### config.mk
export PLATFORM = sky130hd
export DESIGN_NAME = tri_side_sqrt
export DESIGN_NICKNAME = d
export VERILOG_FILES = /design/src/rtl/tri_side_sqrt.sv
export SDC_FILE = /design/constraint.sdc
export NUM_CORES = 1
export LEC_CHECK = 0
export BUFFER_PORTS_ARGS = -buffer_cell sky130_fd_sc_hd__buf_2
export CORE_ASPECT_RATIO = 1.25
export CORE_MARGIN = 10
export CORE_UTILIZATION = 55
export DETAILED_ROUTE_END_ITERATION = 10
export HOLD_SLACK_MARGIN = 0.12
export PLACE_DENSITY = 0.82
export SETUP_SLACK_MARGIN = 0.1
export SYNTH_ARGS = -nofsm -noshare
export SYNTH_HDL_FRONTEND = slang
export SYNTH_SLANG_ARGS = --single-unit
### constraint.sdc
create_clock -name clk -period 2.61 [get_ports clk]
set_input_delay 0.522 -clock clk [delete_from_list [all_inputs] [get_ports clk]]
set_output_delay 0.522 -clock clk [all_outputs]
set_load 0.03 [all_outputs]
### src/rtl/tri_side_sqrt.sv
// tri_side_sqrt: exact floor square roots of three squared side lengths, one result bit per cycle.
module tri_side_sqrt #(
  parameter int IN_W = 16
) (
  input  logic              clk,
  input  logic              rst_n,
  input  logic              in_valid,
  output logic              in_ready,
  input  logic [IN_W-1:0]   xx,
  input  logic [IN_W-1:0]   yy,
  input  logic [IN_W-1:0]   zz,
  output logic              out_valid,
  input  logic              out_ready,
  output logic [IN_W/2-1:0] ss,
  output logic [IN_W/2-1:0] dd,
  output logic [IN_W/2-1:0] ff,
  output logic              s_ovf
);
  localparam int H  = IN_W / 2;
  localparam int RW = H + 2;
  localparam int CW = $clog2(H) > 0 ? $clog2(H) : 1;
  typedef enum logic [1:0] {IDLE, CALC, DONE} state_t;
  state_t state, state_nx;
  logic [IN_W-1:0] rad, op_y, op_z;
  logic [RW-1:0] rem, rem_nx;
  logic [RW+1:0] rem_sh, trial;
  logic [H-1:0] root, root_nx;
  logic [CW-1:0] cnt;
  logic [1:0] idx;
  logic fit, last;
  function automatic logic ovf(input logic [H-1:0] v);
    return 32'(v) > 32'd127;
  endfunction
  // restoring digit step: bring down two radicand bits, try subtracting 4*root+1
  assign rem_sh  = {rem, rad[IN_W-1 -: 2]};
  assign trial   = {2'b00, root, 2'b01};
  assign fit     = rem_sh >= trial;
  assign rem_nx  = RW'(fit ? rem_sh - trial : rem_sh);
  assign root_nx = {root[H-2:0], fit};
  assign last    = cnt == '0;
  assign in_ready  = state == IDLE;
  assign out_valid = state == DONE;
  always_ff @(posedge clk or negedge rst_n)
    if (!rst_n) state <= IDLE;
    else state <= state_nx;
  always_comb begin
    state_nx = state;
    if (state == IDLE && in_valid) state_nx = CALC;
    if (state == CALC && last && idx == 2'd2) state_nx = DONE;
    if (state == DONE && out_ready) state_nx = IDLE;
  end
  always_ff @(posedge clk or negedge rst_n)
    if (!rst_n) begin
      rad   <= '0;
      op_y  <= '0;
      op_z  <= '0;
      rem   <= '0;
      root  <= '0;
      cnt   <= '0;
      idx   <= '0;
      ss    <= '0;
      dd    <= '0;
      ff    <= '0;
      s_ovf <= 1'b0;
    end else if (state == IDLE && in_valid) begin
      rad  <= xx;
      op_y <= yy;
      op_z <= zz;
      rem  <= '0;
      root <= '0;
      cnt  <= CW'(H - 1);
      idx  <= '0;
    end else if (state == CALC && last) begin
      // operand finished: publish its root and start the next one without a gap
      rad  <= idx == 2'd0 ? op_y : op_z;
      rem  <= '0;
      root <= '0;
      cnt  <= CW'(H - 1);
      idx  <= idx + 2'd1;
      ss   <= idx == 2'd0 ? root_nx : ss;
      dd   <= idx == 2'd1 ? root_nx : dd;
      ff   <= idx == 2'd2 ? root_nx : ff;
      s_ovf <= idx == 2'd2 ? (ovf(ss) | ovf(dd) | ovf(root_nx)) : s_ovf;
    end else if (state == CALC) begin
      rad  <= {rad[IN_W-3:0], 2'b00};
      rem  <= rem_nx;
      root <= root_nx;
      cnt  <= cnt - CW'(1);
    end
endmodule

# [Yosys cells after proc, flatten, opt, wreduce, memory -nomap -nowiden]
# Cells that the tools add are included.
[word_totals] register_bits=98 latch_bits=0 ramBits=0 mem_bits_ro=0 inputBits=52 out_inout_bits=27 elab_cells=58 mem_count=0
[classes] add_sub_neg=3 mul=0 div=0 order_cmp=4 eq_ne=4 shifts=0 muxes=19 n_bitwise=3 n_reduce_logical=13
[ops] op="16-bit two-way mux" count=4
[ops] op="10-bit two-way mux" count=4
[ops] op="8-bit by 7-bit greater-than comparator with 1-bit output, second input constant" count=3
[ops] op="8-bit two-way mux" count=3
[ops] op="12-bit by 10-bit greater-or-equal comparator with 1-bit output" count=1
[ops] op="2-bit two-way mux" count=5
[ops] op="10-bit subtractor" count=1
[ops] op="3-bit two-way mux" count=3
[ops] op="3-bit AND reduction" count=3
[ops] op="3-bit nonzero test" count=2
[ops] op="2-bit by 1-bit == test with 1-bit output, second input constant" count=2
[ops] op="2-bit == test, second input constant" count=2
[ops] op="1-bit logical AND" count=4
[ops] op="2-bit logical NOT" count=2
[ops] op="3-bit logical NOT" count=1
[ops] op="3-bit by 1-bit subtractor with 3-bit output, second input constant" count=1
[ops] op="2-bit by 1-bit adder with 2-bit output, second input constant" count=1
[ops] op="1-bit OR" count=2
[ops] op="2-bit nonzero test" count=1
[ops] op="1-bit inverter" count=1

# [Depth between registers and ports, before layout]
# Gate-level depths: netlist of the first run.
[depth] depth_word=5 ltp_mapped=9 mapped_depth_nobuf=8

# [Worst setup path before layout of the first run]
# No wires, ideal clock.
[synth_timing] kind="reg2reg" from="register state[0]" to="register op_y[10]" setup_time_ns=0.128 arrival_time_ns=1.937 t_required_ns=2.482 path_slack_ns=0.545 stages_incl_launch_ff=7 n_path_buf=3 synth_period_minus_slack_ns=2.065 cell_sequence="dfrtp_1 nor2_1 and2_1 clkbuf_1 buf_2 buf_2 mux2_1"
[synth_via] elab_chain_len=2
[synth_lines] item="start, declared" line="23" source="state_t state, state_nx;"
[synth_lines] item="start signal, assigned" line="45" source="else state <= state_nx;"
[synth_lines] item="2-bit logical NOT"
[synth_lines] item="net in_ready" line="8" source="output logic in_ready,"
[synth_lines] item="1-bit logical AND" line="65" source="end else if (state == IDLE && in_valid) begin"
[synth_lines] item="end signal, assigned" line="67" source="op_y <= yy;"
[synth_lines] item="end, declared" line="24" source="logic [IN_W-1:0] rad, op_y, op_z;"
# The timed path passes the listed nets, and every way through them passes these cells.
# A chain may end at the register's enable or synchronous reset.

# [Worst setup path in the final report of the first run]
[layout_timing] from="register root[5]" to="register rem[1]"
[layout_via] elab_chain_len=5
[layout_lines] item="start, declared" line="27" source="logic [H-1:0] root, root_nx;"
[layout_lines] item="start signal, assigned" line="87" source="root <= root_nx;"
[layout_lines] item="12-bit by 10-bit greater-or-equal comparator with 1-bit output" line="37" source="assign fit = rem_sh >= trial;"
[layout_lines] item="10-bit two-way mux" line="38" source="assign rem_nx = RW'(fit ? rem_sh - trial : rem_sh);"
[layout_lines] item="10-bit two-way mux" line="84" source="end else if (state == CALC) begin"
[layout_lines] item="10-bit two-way mux" line="73" source="end else if (state == CALC && last) begin"
[layout_lines] item="10-bit two-way mux" line="65"
[layout_lines] item="end signal, assigned" line="86" source="rem <= rem_nx;"
[layout_lines] item="end, declared" line="25" source="logic [RW-1:0] rem, rem_nx;"
# No other way between the ends. The select of a mux whose other input is x is not followed.

==> metrics, run 1 <==
root buf cell=clkbuf_8; Worst setup SP type=flip-flop; vias in the first global route=between 3000 and 4000; WL final=10.31 mm; grt total ovfl=0; Initial Util=55.86%; Max Fanout on Critical Path=17; antenna viol nets, final=0; Slew headroom=approximately half; Synth Net Count=a little under 500; Peak VDD IR=roughly 0.66 mV; Hold Crit Class=input pin to asynchronous set/reset pin; internal power consumption=~4.1 mW; placed cells=between 500 and 600; largest net degree at the start of global routing=59; Worst Skew=0.01218 ns; Area Overhead vs Synth=15.53%; io pins=between 70 and 80; Syn Area/Cell=between 10 and 15 um2; Slew Limit Fails=0; Combinational Power Share=about half; die height=between 100 and 150 um; GR Util All Layers=between 15 and 20%; NetSw=around 3.0 mW; crit share post-route=85.61%; 1st-iter DRT viols=147; Sw Share=41.78%; Final Non-Filler Cells=approximately 600; fill cell count=633; post-synthesis register bit count=a little under 100; Sink Count=slightly below 100; WS Path Type=flip-flop to flip-flop; RePlAce Congestion=0.9281; Post-synth EDFFs=0; drt pass-1 iters=4; count leader, synth=dfrtp_1; Setup Viol. Count Final=0; Std-Cell Rows=37; Tmin final=2.234 ns; Die X=slightly above 100 um; Lkg Pwr=2.575 nW; Tightest Pin Transition=between 0.7 and 0.8 ns; WP data arrival=about 2.5 ns; Post-CTS Hold Buffers=0; postcts setup bufs=0; nets=between 500 and 600; Final Hold Fails=0; synth cell count leaders=dfrtp_1 (98), nand2_1 (65), o21ai_0 (32); first-pass GRT wire length=17.11 mm; TNS Setup=0 ns; H-tree depth=3; yosys synthesis warning count=0; post-CTS resize count=0; Post-Syn Area=roughly 0.0046 mm2; P per Cell Area=between 1000 and 1500 mW/mm2; DR vias/cell=between 5 and 6; # diodes=0; per-cell routed wire length=between 15 and 20 um; RSZ-0062 raised after global routing=no; worst skew pair latency=roughly 0.38 ns; clock share of power=roughly 15%; top post-synthesis cells by area=dfrtp_1 (54%), mux2_2 (6.9%), nand2_1 (5.3%); Seq/Total Area, Yosys=between 50% and 60%; CTS tree=built; antenna violations before repair=0; Critical Path Sink Type=flip-flop; DRC=0; Syn Inst Count=approximately 420; Synth cell types=45; port bufs=between 70 and 80; DR vias=3409; WHS=0.1762 ns; Placed Area=around 0.005 mm2; Yosys top cell by area=dfrtp_1; CTS Buf Count=9; post-route cell area=0.005288 mm2; status=complete, no violations; ys async rst share=100.0%; HPWL Detailed=7.620 mm; Reg clk slew, reported paths=approximately 0.10 ns; core area=roughly 0.0082 mm2; most common flop cell mapped by yosys=dfrtp_1; top cell type's share of synthesized area=between 50 and 60%; Die Footprint=0.01239 mm2; Max-Cap Viols=0; layout cell share with drive strength beyond 1=between 20% and 30%; share of power burned in registers=around 36%; Fmax=between 0.4 and 0.5 GHz; CTS Buffer Depth=2; CP required=2.89 ns
per-layer routing:
| layer | up-vias | GRT usage, % | part of all wire (%) |
|---|---|---|---|
| li1 | 1633 | - | - |
| met1 | 1680 | 19.28 | 40 |
| met3 | 11 | 6.059 | 7.4 |
| met4 | 0 | 6.093 | 1.3 |
| met2 | 85 | 29.87 | 51 |
| met5 | - | 0 | 0 |
power groups by stage:
stage / registers, mW / clock network, mW / logic, mW
after floorplan: 2.79 / 0 / 2.44
final: 2.59 / 1.05 / 3.48
after global placement: 2.57 / 0 / 3.37
after global routing: 2.66 / 1.11 / 3.86
after detailed placement: 2.61 / 0 / 3.49
after CTS: 2.59 / 1.06 / 3.51
worst max-delay path, stage by stage (launching register included):
cell,delay (ns)
dfrtp_1,0.36
inv_1,0.08
ha_1,0.37
and3_4,0.22
and3_1,0.17
a21oi_2,0.08
o21ai_4,0.47
mux2i_1,0.16
a22o_1,0.22
worst paths after layout:
| kind | start | endpoint | slack [ns] | depth (start not counted) |
|---|---|---|---|---|
| worst max-delay path | root[5] | rem[1] | 0.38 | 8 |
| worst min-delay path | rst_n | rem[1] | 0.18 | 1 |
| worst max register to register | root[5] | rem[1] | 0.38 | 8 |
| worst min register to register | ss[6] | ss[6] | 0.48 | 2 |
| max in group asynchronous | rst_n | root[0] | 1.73 | 2 |
| min in group clk | out_ready | state[1] | 0.30 | 2 |
registers in the layout, indices dropped and copies added (netlist names):
name,flops
cnt,3
op_y,16
root,8
rem,10
op_z,16
s_ovf,1
ff,8
idx,2
dd,8
ss,8
rad,16
state,2
logic make-up after synthesis:
family | count (synthesis) | synth area share (%)
AO/OA/AOI/OAI | 104 | 14.63
XOR/XNOR | 6 | 1.148
adder cells (fa/ha/maj) | 15 | 4.101
buffers and inverters | 38 | 3.554
flip-flops | 98 | 53.58
multiplexers | 57 | 13.42
AND/OR/NAND/NOR | 101 | 9.568
metrics by stage:
stage	util (%)	power [mW]	setup slack [ns]
floorplan	-	5.227	0.5454
global placement	61.96	5.945	0.4631
detailed placement	61.96	6.108	0.3942
CTS	64.53	7.159	0.3814
global route	64.53	7.639	0.2200
finish	64.53	7.109	0.3756
layout by cell type, fill, tap and decap left out, types with 2 or more instances in the layout:
| cell | instances |
|---|---|
| nor2_1 | 14 |
| a22o_1 | 3 |
| mux2i_1 | 22 |
| or3_1 | 3 |
| buf_4 | 8 |
| a21oi_1 | 11 |
| clkbuf_8 | 10 |
| xnor2_1 | 6 |
| inv_6 | 2 |
| nor2b_1 | 5 |
| buf_2 | 77 |
| a221o_1 | 10 |
| mux2_1 | 7 |
| ha_1 | 15 |
| dfrtp_1 | 98 |
| mux2_2 | 28 |
| inv_1 | 19 |
| o21ai_0 | 32 |
| a221oi_1 | 4 |
| nand2b_1 | 4 |
| o21ai_1 | 26 |
| nand4_1 | 2 |
| nand2_1 | 65 |
| a22oi_1 | 3 |
| o21a_1 | 3 |
final cells by class:
class / instances / area (um2) / share of cell area [%]
Sequential cell: 98 / 2452 / 46.38
Multi-Input combinational cell: 283 / 1967 / 37.20
Timing Repair Buffer: 86 / 465.4 / 8.803
Clock buffer: 10 / 137.6 / 2.603
Tap cell: 97 / 121.4 / 2.295
Clock inverter: 6 / 72.57 / 1.372
Inverter: 19 / 71.32 / 1.349
Power figures use the tool's default switching activity.
==> run 2, diff against run 1 <==
CORE_MARGIN = default   (was 10)
==> run 2 against run 1 <==
Utilization rose by 1.9 points. Die area fell by 30%. Critical path depth did not move. Sequential cell count did not move. Worst setup slack got worse by 0.012 ns. Power fell by 2.0%.
==> metrics, run 2 (synthesis gave the netlist of run 1 again) <==
status=complete, no violations; antenna violations before repair=0; per-cell routed wire length=around 16 um; area occupied by multi-input gates=0.001967 mm2; Lkg Pwr=between 2 and 3 nW; core area=just under 0.008 mm2; DR vias/cell=about 5.7; RSZ-0062 raised after global routing=no; Std-Cell Rows=36; Sink Count=98; HPWL Detailed=roughly 6.8 mm; fill cell count=~620; nets=563; Max Fanout on Critical Path=17; post-CTS resize count=0; grt total ovfl=0; vias in the first global route=3582; dpl ws=around 0.35 ns; P per Cell Area=1323 mW/mm2; internal power consumption=4.062 mW; postcts setup bufs=0; share of power burned in registers=a little under two fifths; Reg clk slew, reported paths=approximately 0.10 ns; Post-CTS Hold Buffers=0; Final Hold Fails=0; largest registers=op_y: 16 flops, op_z: 16 flops, rad: 16 flops; CP max stage cell=o21ai_4; Combinational Power Share=around half; layout cell share with drive strength beyond 1=between 20% and 30%; CTS Buffer Depth=2; worst setup margin=about 0.36 ns; Critical Path Sink Type=flip-flop; most common cell after layout, fill and taps aside=dfrtp_1; Setup Viol. Count Final=0; clock share of power=a little over an eighth; GR Util All Layers=roughly a quarter; RePlAce Congestion=between 0.9 and 1; DR vias=3394; H-tree depth=3; crit share post-route=86.06%; Slew headroom=between 50 and 60%; CP max stage delay=~0.48 ns; CTS Buf Count=9; worst skew pair latency=about 0.37 ns; Final Util=66.45%; WHS=around 0.19 ns; io pins=between 70 and 80; Sw Share=a little over two fifths; Slew Limit Fails=0; commonest cells after routing, fill and taps aside=dfrtp_1 (98), buf_2 (77), nand2_1 (65); WP data arrival=~2.5 ns; Hold Crit Class=input pin to asynchronous set/reset pin; Worst setup SP type=flip-flop; Fmax=around 0.45 GHz; # diodes=0; Area Overhead vs Synth=15.09%; Max-Cap Viols=0; Critical Path, Cell by Cell=inv_1 -> ha_1 -> and3_4 -> and3_1 -> a21oi_2 -> o21ai_4 -> mux2i_1 -> o21ai_1; largest net degree at the start of global routing=56; Tmin final=roughly 2.2 ns; Tightest Pin Transition=0.6913 ns; NetSw=between 2 and 3 mW; Die Footprint=slightly below 0.009 mm2; WS Path Type=flip-flop to flip-flop; 1st-iter DRT viols=approximately 220; drt pass-1 iters=4; Peak VDD IR=0.7607 mV; Die X=83.59 um; Initial Util=just under 60%; root buf cell=clkbuf_8; DRC=0; TNS Setup=0 ns; CP required=roughly 2.9 ns; FF+latch area=roughly 0.0025 mm2; die height=between 100 and 150 um; CTS tree=built; first-pass GRT wire length=16.17 mm; WL final=between 9 and 10 mm; antenna viol nets, final=0; Worst Skew=0.007672 ns; port bufs=78; Pwr Total=approximately 7 mW
run 2: worst max-delay path: cells and delay by family, from the launching register on:
family                   cells  cell delay (ns)
AND/OR/NAND/NOR              2             0.38
flip-flops                   1             0.35
adder cells (fa/ha/maj)      1             0.38
multiplexers                 1             0.27
buffers and inverters        1             0.09
AO/OA/AOI/OAI                3             0.63
run 2: path summary, 6_finish.rpt:
check | cells past startpoint | slack [ns] | start | end
worst max-delay path | 8 | 0.36 | root[5] | rem[2]
worst min-delay path | 1 | 0.19 | rst_n | rad[15]
worst max register to register | 8 | 0.36 | root[5] | rem[2]
worst min register to register | 2 | 0.48 | ff[2] | ff[2]
max in group asynchronous | 2 | 1.71 | rst_n | ff[5]
min in group clk | 2 | 0.32 | out_ready | state[1]
run 2: cell type report:
class | count | area share (%)
tap | 95 | 2.257
timing repair buffer | 85 | 8.931
multi-input combinational | 283 | 37.34
clock buffer | 11 | 2.874
clock inverter | 5 | 0.6888
sequential | 98 | 46.56
inverter | 19 | 1.354
run 2: layer usage:
metal  GRT usage, %  routed length (um)  vias up
met3          6.032                 513       18
met5              0                   0        -
li1               -                   -     1625
met2          40.82                4871       85
met4          9.927                 160        0
met1          26.78                3736     1666
run 2: power by group through the flow:
stage	registers (mW)	logic (mW)	clock network [mW]
after CTS	2.59	3.47	0.962
after floorplan	2.79	2.44	0
after global routing	2.67	3.81	1.01
after detailed placement	2.62	3.46	0
after global placement	2.57	3.33	0
final	2.58	3.45	0.940
run 2: stage by stage:
stage | area [um2] | instances
after global placement | 5080 | 580
after CTS | 5268 | 596
after floorplan | 4577 | 419
after detailed placement | 5080 | 580
final | 5268 | 596
after global routing | 5268 | 596
